$ cat config.mk
export PLATFORM = sky130hd
export DESIGN_NAME = dot_scan_controller
export DESIGN_NICKNAME = d
export VERILOG_FILES = /design/src/rtl/dot_scan_controller.sv
export SDC_FILE = /design/constraint.sdc
export NUM_CORES = 1
export LEC_CHECK = 0
export CORE_UTILIZATION = 30
export DETAILED_ROUTE_END_ITERATION = 10
export DONT_BUFFER_PORTS = 1
export PLACE_DENSITY = 0.55
export SYNTH_ARGS = -nofsm -noshare
export SYNTH_HDL_FRONTEND = slang
export SYNTH_SLANG_ARGS = --single-unit
$ cat constraint.sdc
create_clock -name clock -period 8.8 [get_ports clock]
set_input_delay 1.76 -clock clock [delete_from_list [all_inputs] [get_ports clock]]
set_output_delay 1.76 -clock clock [all_outputs]
set_load 0.005 [all_outputs]
$ cat src/rtl/dot_scan_controller.sv
// Raster sweep of the dot array for driver_sequencer: each dot gets a row phase
// and a column phase, each one settled for PIPE_LATENCY cycles and then dwelled.
module dot_scan_controller #(
  parameter int MEM_LENGTH         = 48,
  parameter int MEM_ADDRESS_LENGTH = 6,
  parameter int DWELL_WIDTH        = 16,
  parameter int PIPE_LATENCY       = 2
) (
  input  logic                          clock,
  input  logic                          reset_n,
  input  logic                          start,
  input  logic                          stop,
  input  logic                          continuous,
  input  logic [DWELL_WIDTH-1:0]        dwell_cycles,
  output logic [MEM_ADDRESS_LENGTH-1:0] row_select,
  output logic [MEM_ADDRESS_LENGTH-1:0] col_select,
  output logic                          row_col_select,
  output logic                          sample_valid,
  output logic                          busy,
  output logic                          frame_done,
  output logic [7:0]                    frame_count
);

  typedef enum logic [1:0] {
    IDLE  = 2'd0,
    SETUP = 2'd1,
    DWELL = 2'd2
  } state_t;

  localparam logic [MEM_ADDRESS_LENGTH-1:0] LAST_IDX   = MEM_ADDRESS_LENGTH'(MEM_LENGTH - 1);
  localparam logic [DWELL_WIDTH-1:0]        SETUP_LAST = DWELL_WIDTH'(PIPE_LATENCY - 1);

  // Index of the final DWELL cycle; a programmed dwell of 0 behaves as 1.
  function automatic logic [DWELL_WIDTH-1:0] dwell_last(input logic [DWELL_WIDTH-1:0] d);
    return (d == '0) ? '0 : d - DWELL_WIDTH'(1);
  endfunction

  state_t                        state_q, state_nx;
  logic [DWELL_WIDTH-1:0]        cnt_q, cnt_nx;
  logic [DWELL_WIDTH-1:0]        dwell_q, dwell_nx;
  logic                          pend_q, pend_nx;
  logic [MEM_ADDRESS_LENGTH-1:0] row_nx, col_nx;
  logic                          phase_nx;
  logic [7:0]                    fcount_nx;
  logic                          busy_nx, sv_nx, fd_nx;
  logic                          last_dot;

  assign last_dot = (row_select == LAST_IDX) && (col_select == LAST_IDX);

  always_ff @(posedge clock or negedge reset_n) begin
    if (!reset_n) begin
      state_q        <= IDLE;
      cnt_q          <= '0;
      dwell_q        <= '0;
      pend_q         <= 1'b0;
      row_select     <= '0;
      col_select     <= '0;
      row_col_select <= 1'b0;
      frame_count    <= '0;
      busy           <= 1'b0;
      sample_valid   <= 1'b0;
      frame_done     <= 1'b0;
    end else begin
      state_q        <= state_nx;
      cnt_q          <= cnt_nx;
      dwell_q        <= dwell_nx;
      pend_q         <= pend_nx;
      row_select     <= row_nx;
      col_select     <= col_nx;
      row_col_select <= phase_nx;
      frame_count    <= fcount_nx;
      busy           <= busy_nx;
      sample_valid   <= sv_nx;
      frame_done     <= fd_nx;
    end
  end

  always_comb begin
    state_nx  = state_q;
    cnt_nx    = cnt_q;
    dwell_nx  = dwell_q;
    row_nx    = row_select;
    col_nx    = col_select;
    phase_nx  = row_col_select;
    fcount_nx = frame_count;
    // A stop seen on the very edge that ends a dot still halts at that dot.
    pend_nx   = pend_q | ((state_q != IDLE) & stop);
    unique case (state_q)
      IDLE: begin
        if (start && !stop) begin
          state_nx = SETUP;
          cnt_nx   = '0;
          row_nx   = '0;
          col_nx   = '0;
          phase_nx = 1'b0;
          dwell_nx = dwell_cycles;
        end
      end
      SETUP: begin
        if (cnt_q == SETUP_LAST) begin
          state_nx = DWELL;
          cnt_nx   = '0;
        end else begin
          cnt_nx = cnt_q + DWELL_WIDTH'(1);
        end
      end
      DWELL: begin
        if (cnt_q != dwell_last(dwell_q)) begin
          cnt_nx = cnt_q + DWELL_WIDTH'(1);
        end else if (!row_col_select) begin
          cnt_nx   = '0;
          phase_nx = 1'b1;
          state_nx = SETUP;
        end else begin
          cnt_nx   = '0;
          phase_nx = 1'b0;
          if (last_dot) fcount_nx = frame_count + 8'd1;
          if (pend_nx || (last_dot && !continuous)) begin
            state_nx = IDLE;
            row_nx   = '0;
            col_nx   = '0;
            pend_nx  = 1'b0;
          end else begin
            state_nx = SETUP;
            if (col_select == LAST_IDX) begin
              col_nx = '0;
              if (last_dot) begin
                row_nx   = '0;
                dwell_nx = dwell_cycles;
              end else begin
                row_nx = row_select + MEM_ADDRESS_LENGTH'(1);
              end
            end else begin
              col_nx = col_select + MEM_ADDRESS_LENGTH'(1);
            end
          end
        end
      end
      default: state_nx = IDLE;
    endcase
  end

  // Outputs are decoded from the next state so they land in registers.
  always_comb begin
    busy_nx = (state_nx != IDLE);
    sv_nx   = (state_nx == DWELL);
    fd_nx   = (state_nx == DWELL) && (cnt_nx == dwell_last(dwell_nx)) && phase_nx &&
              (row_nx == LAST_IDX) && (col_nx == LAST_IDX);
  end

endmodule

* After elaboration in Yosys (flattened, before gate mapping)
Cells that the tools add are included.
** Storage, ports and cells
- Output and inout port bits :: 24
- Logic and storage cells :: 86
- Register bits :: 59
** Cells by class
- Muxes and demuxes :: 40
- $add $sub $neg :: 6
- Bitwise gates (word level) :: 3
- Equality and inequality tests :: 10
- Reductions and logical operators :: 16
** Operators with widths (count)
- 16-bit two-way mux :: 11
- 6-bit two-way mux :: 11
- 16-bit one-hot mux with 3 select lines :: 1
- 16-bit logical NOT :: 2
- 16-bit one-hot mux with 2 select lines :: 1
- 16-bit by 1-bit subtractor with 16-bit output (second input constant) :: 2
- 6-bit equality test (second input constant) :: 4
- 6-bit one-hot mux with 2 select lines :: 2
- 16-bit by 1-bit adder with 16-bit output (second input constant) :: 1
- 16-bit by 1-bit equality test with 1-bit output (second input constant) :: 1
- 16-bit equality test :: 1
- 16-bit != test :: 1
- 6-bit by 1-bit adder with 6-bit output (second input constant) :: 2
- 1-bit two-way mux :: 9
- 8-bit by 1-bit adder with 8-bit output (second input constant) :: 1
- 1-bit logical AND :: 7
- 2-bit two-way mux :: 3
- 2-bit one-hot mux with 3 select lines :: 1
- 2-bit equality test (second input constant) :: 2
- 4-bit AND reduction :: 1
- 2-bit nonzero test :: 2
- 2-bit by 1-bit equality test with 1-bit output (second input constant) :: 1
- 1-bit logical NOT :: 2
- 2-bit logical NOT :: 1
- 5 further kinds :: 5

* Depth between registers and ports, before layout
Gate-level depths: netlist (run 1).
- Word-level depth :: 15
- Depth in mapped cells :: 28
- Depth with buffers taken out :: 23

* Least setup slack after synthesis (run 1)
No wires, ideal clock.
- Path type :: register to register
- Start :: register dwell_q[0]
- End :: register frame_done
- Slack :: 2.911 ns
- Period minus slack after synthesis :: 5.889 ns
- Cell stages (with the launch flop) :: 25
- Setup time :: 0.096 ns
- Path buffers :: 3
- Data required time :: 8.704 ns
- Arrival time :: 5.793 ns
- Cell sequence :: dfrtp_1 -> inv_1 -> ha_1 -> or3b_1 -> nor3_1 -> mux2i_1 -> or4b_2 -> a221oi_4 -> nand4_1 -> nand2_2 -> buf_2 -> buf_4 -> clkbuf_1 -> nor2_1 -> a21oi_1 -> ha_1 -> nand2b_1 -> or3_1 -> nor4_1 -> xnor2_1 -> mux2i_1 -> a22o_1 -> a211oi_1 -> nand4_1 -> nor4_2
** Between the ends
- Cells in the longest elaborated chain, start to end :: 13
- Elaborated cells on any way between the ends :: 32
** RTL lines
- start: declaration :: line 40 : logic [DWELL_WIDTH-1:0] dwell_q, dwell_nx;
- start signal: assignment :: line 66 : dwell_q <= dwell_nx;
- parallel branches: the longest is 12 deep, another holds 16-bit by 1-bit subtractor with 16-bit output
- 1-bit logical AND (*) :: line 148 : (row_nx == LAST_IDX) && (col_nx == LAST_IDX);
- named net fd_nx :: line 45 : logic busy_nx, sv_nx, fd_nx;
- end signal: assignment :: line 74 : frame_done <= fd_nx;
- end: declaration :: line 20 : output logic frame_done,
Mark *: on every way through the listed nets, which the timed path passes.
A chain may end at the register's enable or synchronous reset.

* Worst setup path after layout (run 1)
Ends and elaborated chain as after synthesis.

==> results.ini, run 1 <==
[run_status]
status=finished clean

[setup_path]
path_max_fanout=34
path_cells=inv_1 > ha_1 > or3b_1 > nor3_1 > mux2i_1 > or4b_2 > a221oi_4 > nand4_1 > nand2_2 > nor2_1 > a21oi_1 > ha_1 > nand2b_1 > nor3_1 > nand2_1 > nor3_1 > a21boi_0 > o21ai_0 > or3b_2 > nor4b_1 > nand4_1 > nor4_2
crit_start=dwell_q[0]
endpoint_kind=flop
slowest_delay_ns=0.79
required_ns=9.06
path_class=flop to flop
crit_path_top_delay_cell=nand2_2
timing.rr.start=dwell_q[0]
path_common_cell=nor3_1
arrival_ns=7.05
start_kind=flop

[layout]
finalInstanceArea_mm2=0.00558
drive_gt1_frac=0.0804
antennaDiodeCount=0
final_nets=647
areaGrowthSynthToFinish_pct=7.81

[clocking]
hold_buffers=0
htreeDepth=3
clkSlewWorstSetupHoldPaths_ns=0.06
clock_latency_ns=0.36
root_buffer=clkbuf_16
cts_sinks=59
cts_buffers=9
cts_buffer_depth=2
cts_tree=built
cts_resized=0
postCtsSetupBuffers=0

[timing]
fin_crit_sh=0.771
worst_clock_skew_ns=0.00884
setup_tns_ns=0
maxSlewViolCount=0
hold_viol=0
max_freq_mhz=147
grt_setup_unrepaired=false
slew_headroom=0.434
setup_viol=0
post-route-min-period_ns=6.79
tightest_slew_ns=0.846

[pwr]
p_per_area_mw_per_mm2=115
irDropWorstVdd_mv=0.105
seq_power_share=0.427
power_switching_w=0.000147
p_sw_frac=0.230
p_int_w=0.000492
p_comb_frac=0.009
pwr-share-clk=0.565
p_leak_nw=2.14

[floorplanning]
die_x_um=133
io_pins=45
core_mm2=0.0167
chipHeight_um=133
num_rows=47
dieArea_mm2=0.0178
start_util=0.310

[yosys]
synth_edf_count=0
synth.most_common_cell=nand2_1
yosysWarnings=0
ys_seq_area_frac=0.285
ys_ff_latch=59
synth.avg_cell_area_um2=8.06
synth_nets=672
synthDistinctLibCells=89
synthTopCellsByArea=dfrtp_1 (29%), nand2_1 (4.9%), nor2_1 (3.3%)
synth.largest_area_cell=dfrtp_1
synthCells=642
synthesis.area_mm2=0.00517
ys_dominant_reg_cell=dfrtp_1
synth_top_area_frac=0.285
yosys-top-cells-count=nand2_1 (68), dfrtp_1 (59), nor2_1 (45)
async_flop_share=1.00

[place]
gp_congestion=0.933
hpwl_mm=13.6
dpl_cell_area_mm2=0.00528
portBuffers=0

[drt]
ant_nets=0
firstDrtPassIters=6
via_per_inst=6.16
drc=0
drt_iter0_markers=469
vias=5186
post_drt_wl_per_cell_um=21.2
finalWirelength_mm=17.9

[global_routing]
grt_pass1_vias=5016
grt-ovfl-total=0
grt_max_degree=60
grtUsageTotal=0.206
grt_pass1_wl_mm=28.2
grt_antenna_before_repair=0

[flow_run]
maxCapViolCount=0

[hold_path]
hp-start=frame_count[7]
min_path_type=flop to flop

## layer usage
layer	routed length, µm	GRT usage	part of all wire	up-vias
met1	7770	0.263	0.43	2553
li1	-	-	-	2359
met4	541	0.100	0.030	0
met2	8380	0.334	0.47	234
met5	0	0	0	-
met3	1190	0.0396	0.067	40
## path summary, 6_finish.rpt
kind	endpoint	slack, ns	cells past startpoint
setup / recovery	frame_done	2.01	22
hold / removal	frame_count[7]	0.51	1
setup reg to reg	frame_done	2.01	22
hold reg to reg	frame_count[7]	0.51	1
max in group asynchronous	col_select[0]	7.55	0
min in group asynchronous	dwell_q[5]	1.10	0
## registers in the layout, summed over array words and instances, names as in the netlist
register        flops
dwell_q            16
frame_done          1
col_select          6
row_select          6
frame_count         8
sample_valid        1
row_col_select      1
pend_q              1
busy                1
state_q             2
cnt_q              16
## kinds of logic (layout without fill, tap and decap cells)
kind of cell,count (synthesis),after routing,share of synthesized area
multiplexers,19,19,0.0382
XOR/XNOR,35,35,0.0592
AO/OA/AOI/OAI,160,160,0.223
adder cells (fa/ha/maj),9,9,0.0218
buffers and inverters,67,47,0.0559
flip-flops,59,59,0.285
AND/OR/NAND/NOR,293,293,0.316
## cell type report
type | instances | area [µm²]
inverters | 29 | 109
repair buffers | 2 | 15.0
well taps | 220 | 275
multi-input cells | 516 | 3410
flip-flops and latches | 59 | 1480
clock inverters | 7 | 68.8
fillers | 1769 | 11100
clock buffers | 9 | 225
## critical path: cells and delay by family (launching register included)
family,cells,cell delay (ns)
adder cells (fa/ha/maj),2,0.50
flip-flops,1,0.43
AO/OA/AOI/OAI,4,0.96
buffers and inverters,1,0.13
multiplexers,1,0.21
AND/OR/NAND/NOR,14,4.46
## layout by cell type (no fill, tap or decap), types with 8 or more instances in the layout
master and n:
clkbuf_16 9, a21oi_1 29, inv_1 28, nor3_1 31, nor4_1 15, o21ai_0 25, xnor2_1 19, and2_1 9
nand4_1 15, a31oi_1 8, and3_1 8, nand2_1 68, nand3_1 30, dfrtp_1 59, or3_1 11, mux2i_1 13
nand2b_1 8, ha_1 9, xor2_1 16, nor2_1 45, o211ai_1 9, o31ai_1 9, or4_1 9
## metrics by stage
stage	power [W]	worst slack [ns]	hold WS, ns	util	cells
CTS	0.000642	2.05	0.523	0.334	842
detailed placement	0.000283	2.07	0.512	0.316	826
global route	0.000657	1.38	0.534	0.334	842
finish	0.000639	2.01	0.509	0.334	842
floorplan	0.000281	2.91	0.465	-	642
global placement	0.000283	2.22	0.489	0.316	826
## power by group through the flow
stage	Sequential [W]	Clock (W)	Combinational, W
2_1_floorplan	0.000277	0	0.00000400
5_1_grt	0.000273	0.000378	0.00000570
3_3_place_gp	0.000278	0	0.00000527
3_5_place_dp	0.000278	0	0.00000530
6_report	0.000273	0.000361	0.00000547
4_1_cts	0.000273	0.000364	0.00000534
Note: power is estimated with default switching activity, not from simulation.
==> run 2: changes to the inputs <==
--- a/config.mk
+++ b/config.mk
@@ -8,7 +8,7 @@
 export CORE_UTILIZATION = 30
 export DETAILED_ROUTE_END_ITERATION = 10
 export DONT_BUFFER_PORTS = 1
-export PLACE_DENSITY = 0.55
+export PLACE_DENSITY = 0.56
 export SYNTH_ARGS = -nofsm -noshare
 export SYNTH_HDL_FRONTEND = slang
 export SYNTH_SLANG_ARGS = --single-unit
==> constraint.sdc (replaced) <==
create_clock -name clock -period 6.2 [get_ports clock]
set_input_delay 1.24 -clock clock [delete_from_list [all_inputs] [get_ports clock]]
set_output_delay 1.24 -clock clock [all_outputs]
set_load 0.005 [all_outputs]
==> run 2 against run 1 <==
Net effect:
- sequential cell count stayed put
- cell count rose by 0.95%
- cell area increased by 1.5%
- first-iteration DRC count is 12% lower
- highest routed layer unchanged
==> results.ini, run 2 (synthesized netlist as in run 1, its figures left out) <==
[run_status]
status=finished clean  ; unchanged

[pwr]
p_comb_frac=0.008  ; was 0.009
total_power_w=0.000916  ; was 0.000639 W
p_leak_nw=2.19  ; was 2.14 nW
p_int_w=0.000719  ; was 0.000492 W
p_sw_frac=0.215  ; was 0.230
irDropWorstVdd_mv=0.122  ; was 0.105 mV
seq_power_share=0.423  ; was 0.427
p_per_area_mw_per_mm2=162  ; was 115 mW/mm²
pwr-share-clk=0.569  ; was 0.565
power_switching_w=0.000197  ; was 0.000147 W

[floorplanning]
io_pins=45  ; unchanged
chipHeight_um=133  ; unchanged
core_mm2=0.0167  ; unchanged
die_x_um=133  ; unchanged
dieArea_mm2=0.0178  ; unchanged
start_util=0.310  ; unchanged
num_rows=47  ; unchanged

[timing]
max_freq_mhz=173  ; was 147 MHz
grt_setup_unrepaired=false  ; unchanged
slew_headroom=0.379  ; was 0.434
setup_tns_ns=0  ; unchanged
tightest_slew_ns=0.928  ; was 0.846 ns
setup_viol=0  ; unchanged
post-route-min-period_ns=5.80  ; was 6.79 ns
fin_crit_sh=0.935  ; was 0.771
hold_viol=0  ; unchanged
maxSlewViolCount=0  ; unchanged
worst_clock_skew_ns=0.00685  ; was 0.00884 ns

[global_routing]
grtUsageTotal=0.206  ; about the same
grt_antenna_before_repair=0  ; unchanged
grt_pass1_wl_mm=28.2  ; unchanged
grt-ovfl-total=0  ; unchanged
grt_pass1_vias=4896  ; was 5,016
grt_max_degree=60  ; unchanged

[layout]
post-route-util=0.339  ; was 0.334
drive_gt1_frac=0.0937  ; was 0.0804
most-common-layout-cells=nand2_1 (68), dfrtp_1 (59), nor2_1 (45), nor3_1 (30), nand3_1 (30)  ; was nand2_1 (68), dfrtp_1 (59), nor2_1 (45), nor3_1 (31), nand3_1 (30)
fill_cells=1780  ; was 1,769
finalInstanceArea_mm2=0.00566  ; was 0.00558 mm²
top_regs=cnt_q: 16 flops, dwell_q: 16 flops, frame_count: 8 flops  ; unchanged
areaGrowthSynthToFinish_pct=9.38  ; was 7.81%
layout_commonest_cell=nand2_1  ; unchanged
final_nets=656  ; was 647
fin_cells=850  ; was 842
antennaDiodeCount=0  ; unchanged

[drt]
firstDrtPassIters=5  ; was 6
drc=0  ; unchanged
ant_nets=0  ; unchanged
via_per_inst=6.03  ; was 6.16
post_drt_wl_per_cell_um=21.3  ; was 21.2 µm
finalWirelength_mm=18.1  ; was 17.9 mm
drt_iter0_markers=411  ; was 469
vias=5124  ; was 5,186

[place]
gp_congestion=0.920  ; was 0.933
dp_cells=835  ; was 826
hpwl_mm=13.7  ; was 13.6 mm
dpl_cell_area_mm2=0.00535  ; was 0.00528 mm²
portBuffers=0  ; unchanged

[setup_path]
arrival_ns=6.04  ; was 7.05 ns
slowest_delay_ns=0.66  ; was 0.79 ns
crit_path_top_delay_cell=or4b_2  ; was nand2_2
cp_top_family=simple AND/OR/NAND/NOR gates  ; unchanged
cp_num_buf_inv=1  ; unchanged
path_class=flop to flop  ; unchanged
endpoint_kind=flop  ; unchanged
path_max_fanout=14  ; was 34
start_kind=flop  ; unchanged
path_cells=inv_1 > ha_1 > or3b_1 > nor3_1 > mux2i_1 > or4b_2 > a221oi_4 > nand4_1 > nand2_2 > nor2_1 > a21oi_1 > ha_1 > nand2_1 > nor3_1 > nand2_1 > mux2_1 > or3_1 > a22oi_1 > nand4_1 > nor4_2  ; was inv_1 > ha_1 > or3b_1 > nor3_1 > mux2i_1 > or4b_2 > a221oi_4 > nand4_1 > nand2_2 > nor2_1 > a21oi_1 > ha_1 > nand2b_1 > nor3_1 > nand2_1 > nor3_1 > a21boi_0 > o21ai_0 > or3b_2 > nor4b_1 > nand4_1 > nor4_2
required_ns=6.44  ; was 9.06 ns

[clocking]
cts_sinks=59  ; unchanged
cts_buffers=9  ; unchanged
htreeDepth=3  ; unchanged
clock_latency_ns=0.34  ; was 0.36 ns
clkSlewWorstSetupHoldPaths_ns=0.06  ; about the same
root_buffer=clkbuf_16  ; unchanged
cts_buffer_depth=2  ; unchanged
hold_buffers=0  ; unchanged
cts_tree=built  ; unchanged

[hold_path]
min_path_type=flop to flop  ; unchanged

[flow_run]
maxCapViolCount=0  ; unchanged

run 2: changes by cell type in the layout (fill, tap and decap cells not counted), sizes merged:
cell and delta:
buf +9, clkinv -3, clkbuf +2
run 2: final cells by class:
type / instances / area, µm² / share of cell area
Clock buffer: 11 / 253 / 0.0447
Clock inverter: 4 / 50.0 / 0.00884
Inverter: 29 / 109 / 0.0192
Multi-Input combinational cell: 516 / 3410 / 0.603
Sequential cell: 59 / 1480 / 0.261
Tap cell: 220 / 275 / 0.0486
Timing Repair Buffer: 11 / 82.6 / 0.0146
run 2: what timing repair did:
action                                  4_1_cts  5_1_grt
gates resized for setup                       0        1
endpoints found under the setup margin        0        1
buffers inserted                              0        0
run 2: final timing paths:
| path | startpoint | endpoint | slack, ns | cells after the start |
|---|---|---|---|---|
| max | dwell_q[1] | frame_done | 0.40 | 20 |
| min | frame_count[7] | frame_count[7] | 0.51 | 1 |
| max reg2reg | dwell_q[1] | frame_done | 0.40 | 20 |
| min reg2reg | frame_count[7] | frame_count[7] | 0.51 | 1 |
| max in group asynchronous | reset_n | row_select[3] | 5.49 | 0 |
| min in group asynchronous | reset_n | frame_count[7] | 0.59 | 0 |
run 2: power groups by stage:
stage	Combinational (W)	Sequential, W	Clock (W)
finish	0.00000755	0.000387	0.000521
CTS	0.00000752	0.000387	0.000528
global route	0.00000824	0.000387	0.000547
floorplan	0.00000567	0.000394	0
global placement	0.00000752	0.000394	0
detailed placement	0.00000742	0.000394	0
run 2: per-layer routing:
metal,share of wire,GRT usage,wire (µm),vias up
li1,-,-,-,2382
met1,0.43,0.266,7810,2499
met2,0.47,0.336,8520,205
met3,0.062,0.0331,1120,38
met4,0.036,0.0960,654,0
met5,0,0,0,-
run 2: through the flow:
stage | setup WS, ns | hold slack [ns]
after floorplan | 0.311 | 0.465
after global placement | 0.552 | 0.501
after detailed placement | 0.471 | 0.503
after CTS | 0.443 | 0.511
after global routing | 0.00476 | 0.531
final | 0.403 | 0.505
run 2: worst reg2reg max path: stages (launching register included):
cell,delay [ns]
dfrtp_1,0.41
inv_1,0.14
ha_1,0.25
or3b_1,0.44
nor3_1,0.32
mux2i_1,0.22
or4b_2,0.66
a221oi_4,0.27
nand4_1,0.19
nand2_2,0.28
nor2_1,0.07
a21oi_1,0.21
ha_1,0.25
nand2_1,0.12
nor3_1,0.44
nand2_1,0.13
mux2_1,0.45
or3_1,0.36
a22oi_1,0.16
nand4_1,0.11
nor4_2,0.23
